**src/rtl/matrix_result_collector.sv**
```systemverilog
// ---------------------------------------------------------------------------
// MatrixResultCollector
//
// Purpose:
//    Takes one wide result bus from the matrix multiplier, captures it under a
//    four-phase in_ready/in_ack handshake, and replays it one word at a time
//    on a valid/ready stream. Word 0 is sent first. A frame is NUM_WORDS words
//    from a single in_ready assertion.
//
// Ports:
//    clk         in   single clock, all logic on the rising edge
//    rst         in   synchronous active-low reset
//    In          in   NUM_WORDS*WORD_W result bus; word k = In[WORD_W*k +: WORD_W]
//    in_ready    in   In is valid while high
//    in_ack      out  four-phase acknowledge back to the multiplier
//    word_out    out  serialized result word (0 whenever word_valid is low)
//    word_valid  out  word_out is valid
//    word_ready  in   downstream accepts word_out on valid & ready
//    frame_done  out  high in the cycle the last word of a frame is accepted
//    nan_seen    out  sticky NaN flag
//
// Configuration:
//    RESULT_NAN_CHECK_EN  when defined, nan_seen sets on acceptance of any
//                         IEEE-754 single NaN word and holds until reset.
//                         When undefined, nan_seen is tied to 0.
// ---------------------------------------------------------------------------
module matrix_result_collector #(
   parameter int NUM_WORDS = 4,
   parameter int WORD_W    = 32
) (
   input  logic                        clk,
   input  logic                        rst,
   input  logic [NUM_WORDS*WORD_W-1:0] In,
   input  logic                        in_ready,
   output logic                        in_ack,
   output logic [WORD_W-1:0]           word_out,
   output logic                        word_valid,
   input  logic                        word_ready,
   output logic                        frame_done,
   output logic                        nan_seen
);

   localparam int IDX_W = (NUM_WORDS > 1) ? $clog2(NUM_WORDS) : 1;
   localparam logic [IDX_W-1:0] LAST_IDX = IDX_W'(NUM_WORDS - 1);

   localparam logic [1:0] IDLE = 2'd0;
   localparam logic [1:0] SEND = 2'd1;
   localparam logic [1:0] HOLD = 2'd2;

   logic [1:0]       state_q, state_d;
   logic [IDX_W-1:0] wordIdx_q, wordIdx_d;
   logic             inAck_q, inAck_d;
   logic [WORD_W-1:0] buffer_q [NUM_WORDS];

   logic capture;
   logic wordAccept;
   logic lastAccept;

   // A new frame is only taken in IDLE with the previous handshake fully
   // closed, so a still-high in_ready from the last frame never re-captures.
   assign capture    = (state_q == IDLE) && in_ready && !inAck_q;
   assign wordAccept = (state_q == SEND) && word_ready;
   assign lastAccept = wordAccept && (wordIdx_q == LAST_IDX);

   assign in_ack     = inAck_q;
   assign word_valid = (state_q == SEND);
   assign word_out   = (state_q == SEND) ? buffer_q[wordIdx_q] : '0;
   assign frame_done = lastAccept;

   // Next-state logic. The acknowledge follows the multiplier's in_ready
   // independently of the streaming side: it falls as soon as in_ready is
   // seen low, even mid-frame, without aborting the words already buffered.
   // At the end of a frame we wait in HOLD only while the handshake is still
   // open, so IDLE always means "free to capture".
   always_comb begin
      state_d   = state_q;
      wordIdx_d = wordIdx_q;
      inAck_d   = inAck_q;

      if (!in_ready) begin
         inAck_d = 1'b0;
      end else if (capture) begin
         inAck_d = 1'b1;
      end

      case (state_q)
         IDLE: begin
            if (capture) begin
               state_d   = SEND;
               wordIdx_d = '0;
            end
         end
         SEND: begin
            if (wordAccept) begin
               if (wordIdx_q == LAST_IDX) begin
                  wordIdx_d = '0;
                  state_d   = inAck_d ? HOLD : IDLE;
               end else begin
                  wordIdx_d = wordIdx_q + IDX_W'(1);
               end
            end
         end
         HOLD: begin
            if (!inAck_d) begin
               state_d = IDLE;
            end
         end
         default: begin
            state_d = IDLE;
         end
      endcase
   end

   // Control registers; reset drops any frame in flight.
   always_ff @(posedge clk) begin
      if (!rst) begin
         state_q   <= IDLE;
         wordIdx_q <= '0;
         inAck_q   <= 1'b0;
      end else begin
         state_q   <= state_d;
         wordIdx_q <= wordIdx_d;
         inAck_q   <= inAck_d;
      end
   end

   // Frame buffer. It is loaded only on capture, so later activity on In
   // cannot disturb a frame being drained. No reset is needed because
   // word_out is forced to 0 outside SEND.
   always_ff @(posedge clk) begin
      if (rst && capture) begin
         for (int k = 0; k < NUM_WORDS; k++) begin
            buffer_q[k] <= In[WORD_W*k +: WORD_W];
         end
      end
   end

`ifdef RESULT_NAN_CHECK_EN
   logic nanSeen_q;
   logic wordIsNan;

   // NaN means exponent all ones with a nonzero mantissa; infinity
   // (mantissa zero) deliberately does not count.
   assign wordIsNan = (&word_out[30:23]) && (|word_out[22:0]);

   // Sticky until reset; only words actually accepted downstream count.
   always_ff @(posedge clk) begin
      if (!rst) begin
         nanSeen_q <= 1'b0;
      end else if (wordAccept && wordIsNan) begin
         nanSeen_q <= 1'b1;
      end
   end

   assign nan_seen = nanSeen_q;
`else
   assign nan_seen = 1'b0;
`endif

endmodule

```
**config.mk**
```make
export PLATFORM = sky130hd
export DESIGN_NAME = matrix_result_collector
export DESIGN_NICKNAME = d
export VERILOG_FILES = /design/src/rtl/matrix_result_collector.sv
export SDC_FILE = /design/constraint.sdc
export NUM_CORES = 1
export LEC_CHECK = 0
export CORE_MARGIN = 10
export CORE_UTILIZATION = 30
export DETAILED_ROUTE_END_ITERATION = 12
export PLACE_DENSITY = 0.66
export SLEW_MARGIN = 20
export SYNTH_ARGS = -nofsm -noshare
export SYNTH_HDL_FRONTEND = slang
export SYNTH_SLANG_ARGS = --single-unit
```
**constraint.sdc**
```tcl
create_clock -name clk -period 12 [get_ports clk]
set_input_delay 2.4 -clock clk [delete_from_list [all_inputs] [get_ports clk]]
set_output_delay 2.4 -clock clk [all_outputs]
set_load 0.01 [all_outputs]
```
==> summary.txt <==
STA
  • Final period util: 50.7%
  • Setup ws final: around 6 ns
  • Final hold violations: 0
  • Max Clock Skew: 0.0112 ns
  • Final setup fails: 0
  • Count of final max-slew check failures: 0
  • Setup TNS: 0 ns
  • FMAX: 164 MHz
  • Headroom to the max-slew limit: 36.5%
  • Slew @ Worst Pin: 0.953 ns
  • RSZ-0062 raised after global routing: false
  • Final min period: 6.09 ns

Placement
  • Cell Area, Placed: 0.00701 mm^2
  • Routability Congestion: 0.722
  • Hpwl dp: 8350 um
  • Dpl ws: 5.91 ns
  • PortBufs: 166
  • Placed insts: 609

Power
  • Total power: 1150 uW
  • Pwr/cell area: 151 mW/mm^2
  • P_leak: 0.00248 uW
  • Max VDD drop: between 0.09 and 0.1 mV

Floorplanning
  • Die area: 0.0228 mm^2
  • Die span in y: 151 um
  • Die W: roughly 150 um
  • Starting Density: 30.8%
  • CORE AREA: 0.0167 mm^2
  • I/O Pins: 168
  • Row count: 47

Final layout
  • Design area: 0.00758 mm^2
  • Fin cells: 641
  • Antenna diodes: 0
  • NumNets Final: 541
  • Layout cells sized above 1: 15.7%
  • Most common cell after layout, fill and taps aside: clkdlybuf4s50_1
  • Most frequent cells in the layout: 166 x clkdlybuf4s50_1, 128 x edfxtp_1, 32 x and2_1
  • Area growth from synthesis to layout: 47.3%

Critical path
  • CP Launch Type: primary input
  • Most frequent CP cell: clkdlybuf4s50_1
  • Critical-path cell list: clkdlybuf4s50_1 -> and3_1 -> clkdlybuf4s50_1
  • Crit path required time: 9.60 ns
  • CP bufs+invs: 2
  • Critical path arrival: 3.69 ns
  • CP Max Fanout: 3
  • CP max stage cell: clkdlybuf4s50_1
  • Slowest Stage Delay on Critical Path: roughly 0.55 ns
  • CP delay by family, top: buffers and inverters
  • CP Capture Type: output port
  • Setup CP Type: primary input to output port

Route
  • Vias per cell: 4.40
  • Met2 routed WL: 5950 um
  • DR WL/cell: 18.7 um
  • Post-DRT Antenna Nets: 0
  • Routed met1 length: between 4000 and 5000 um
  • Drt first pass iters: 4
  • WL met3: 1110 um
  • Routed vias: 2822
  • Max Used Layer: met4
  • Detailed router's first-iteration violation count: around 120
  • Post-Route WL: roughly 12000 um
  • Number of remaining DRC errors: 0

Clocking
  • Root Buffer: clkbuf_16
  • Hold Buf Count CTS: 0
  • CTS Buffer Depth: 2
  • Clock tree sinks: 135
  • CTS buffer count: 17
  • Resize count post-CTS: 0
  • Clk slew on worst S/H paths: 0.05 ns
  • CTS tree: yes
  • H-tree levels: 4
  • Clk Latency, worst-skew pair: 0.41 ns
  • Post-CTS setup buffers: 0

Logic synthesis
  • Syn avg cell area: ~22 um^2
  • Area leader, netlist: edfxtp_1
  • Post-Syn Area: roughly 0.0051 mm^2
  • Mapped Nets: 365
  • Register area share after synthesis: 77.4%
  • Syn. warnings: 0
  • Ranking of synthesized cells by area: edfxtp_1 75%, mux4_2 13%, and2_1 4.0%
  • Unique masters post-synth: 23
  • Post-Syn Instances: 232
  • Register bit total from synthesis: 135
  • Yosys top cell area share: 74.6%

Global route
  • Initial antenna violation count: 0
  • GRT Overall Usage: about 11%
  • Vias in the first global route: roughly 3300
  • Total grt overflow: 0
  • Largest net degree at the start of global routing: 69
  • First-pass GRT wire length: 18300 um

Run status
  • Status: finished, final reports clean

Run
  • Max_cap viols: 0

Min path
  • Hold Path Class: flop to flop
## layer usage
layer,up-vias,GRT usage [%]
li1,1291,-
met1,1404,12.3
met2,114,17.0
met3,13,5.52
met4,0,3.99
met5,-,0
## worst reg2reg max path: cells and delay by family (launching register included)
| kind | cells | cell delay [ns] |
|---|---|---|
| buffers and inverters | 1 | 0.85 |
| and+or+nand+nor | 2 | 1.21 |
| DFF | 1 | 0.36 |
## cell families (layout without fill, tap and decap cells)
group           count (synthesis)  count (layout)  share of synthesized area [%]
fa+ha+maj                       1               1                          0.243
simple gates                   47              47                           5.44
compound gates                  5               5                          0.680
buf+inv                        11             200                           2.07
other cells                     1               1                         0.0728
mux                            32              32                           14.1
flops                         135             135                           77.4
## cells in the mapped netlist (all sizes together)
library cell  instances
mux4                 32
and2                 33
o21a                  1
edfxtp              128
nor2b                 3
and3                  1
a21oi                 1
nand2b                1
o22ai                 2
ha                    1
buf                   9
nand3b                1
nor4b                 1
o211a                 1
clkbuf                2
nor2                  2
dfxtp                 7
nand2                 5
conb                  1
## final cells by class
| type | count | area [um^2] |
|---|---|---|
| Timing Repair Buffer | 168 | 1680 |
| Sequential cell | 135 | 3990 |
| Multi-Input combinational cell | 86 | 1070 |
| Tap cell | 220 | 275 |
| Clock inverter | 15 | 151 |
| Fill cell | 1465 | 9120 |
| Clock buffer | 17 | 425 |
## where the power goes
| group | internal (uW) | switching (uW) |
|---|---|---|
| clock network | 306 | 193 |
| logic | 66.2 | 36.0 |
| registers | 540 | 5.12 |
## through the flow
step           hold WS (ns)  utilization [%]
2_1_floorplan         0.478                -
3_3_place_gp          0.489             42.0
3_5_place_dp          0.500             42.0
4_1_cts               0.509             45.4
5_1_grt               0.534             45.4
6_report              0.513             45.4
## registers in the layout (all words and copies together), names as in the netlist, named ones only
register and flops:
buffer_q 128, state_q 2, in_ack 1, wordIdx_q 2
## worst paths after layout
path,to,slack (ns),from,depth (start not counted)
worst max-delay path,frame_done,5.91,word_ready,3
worst min-delay path,flop,0.51,wordIdx_q[0],2
worst max register to register,buffer_q[0][21],9.14,state_q[1],3
worst min register to register,flop,0.51,wordIdx_q[0],2
No activity file was read; power rests on OpenSTA's default activity.
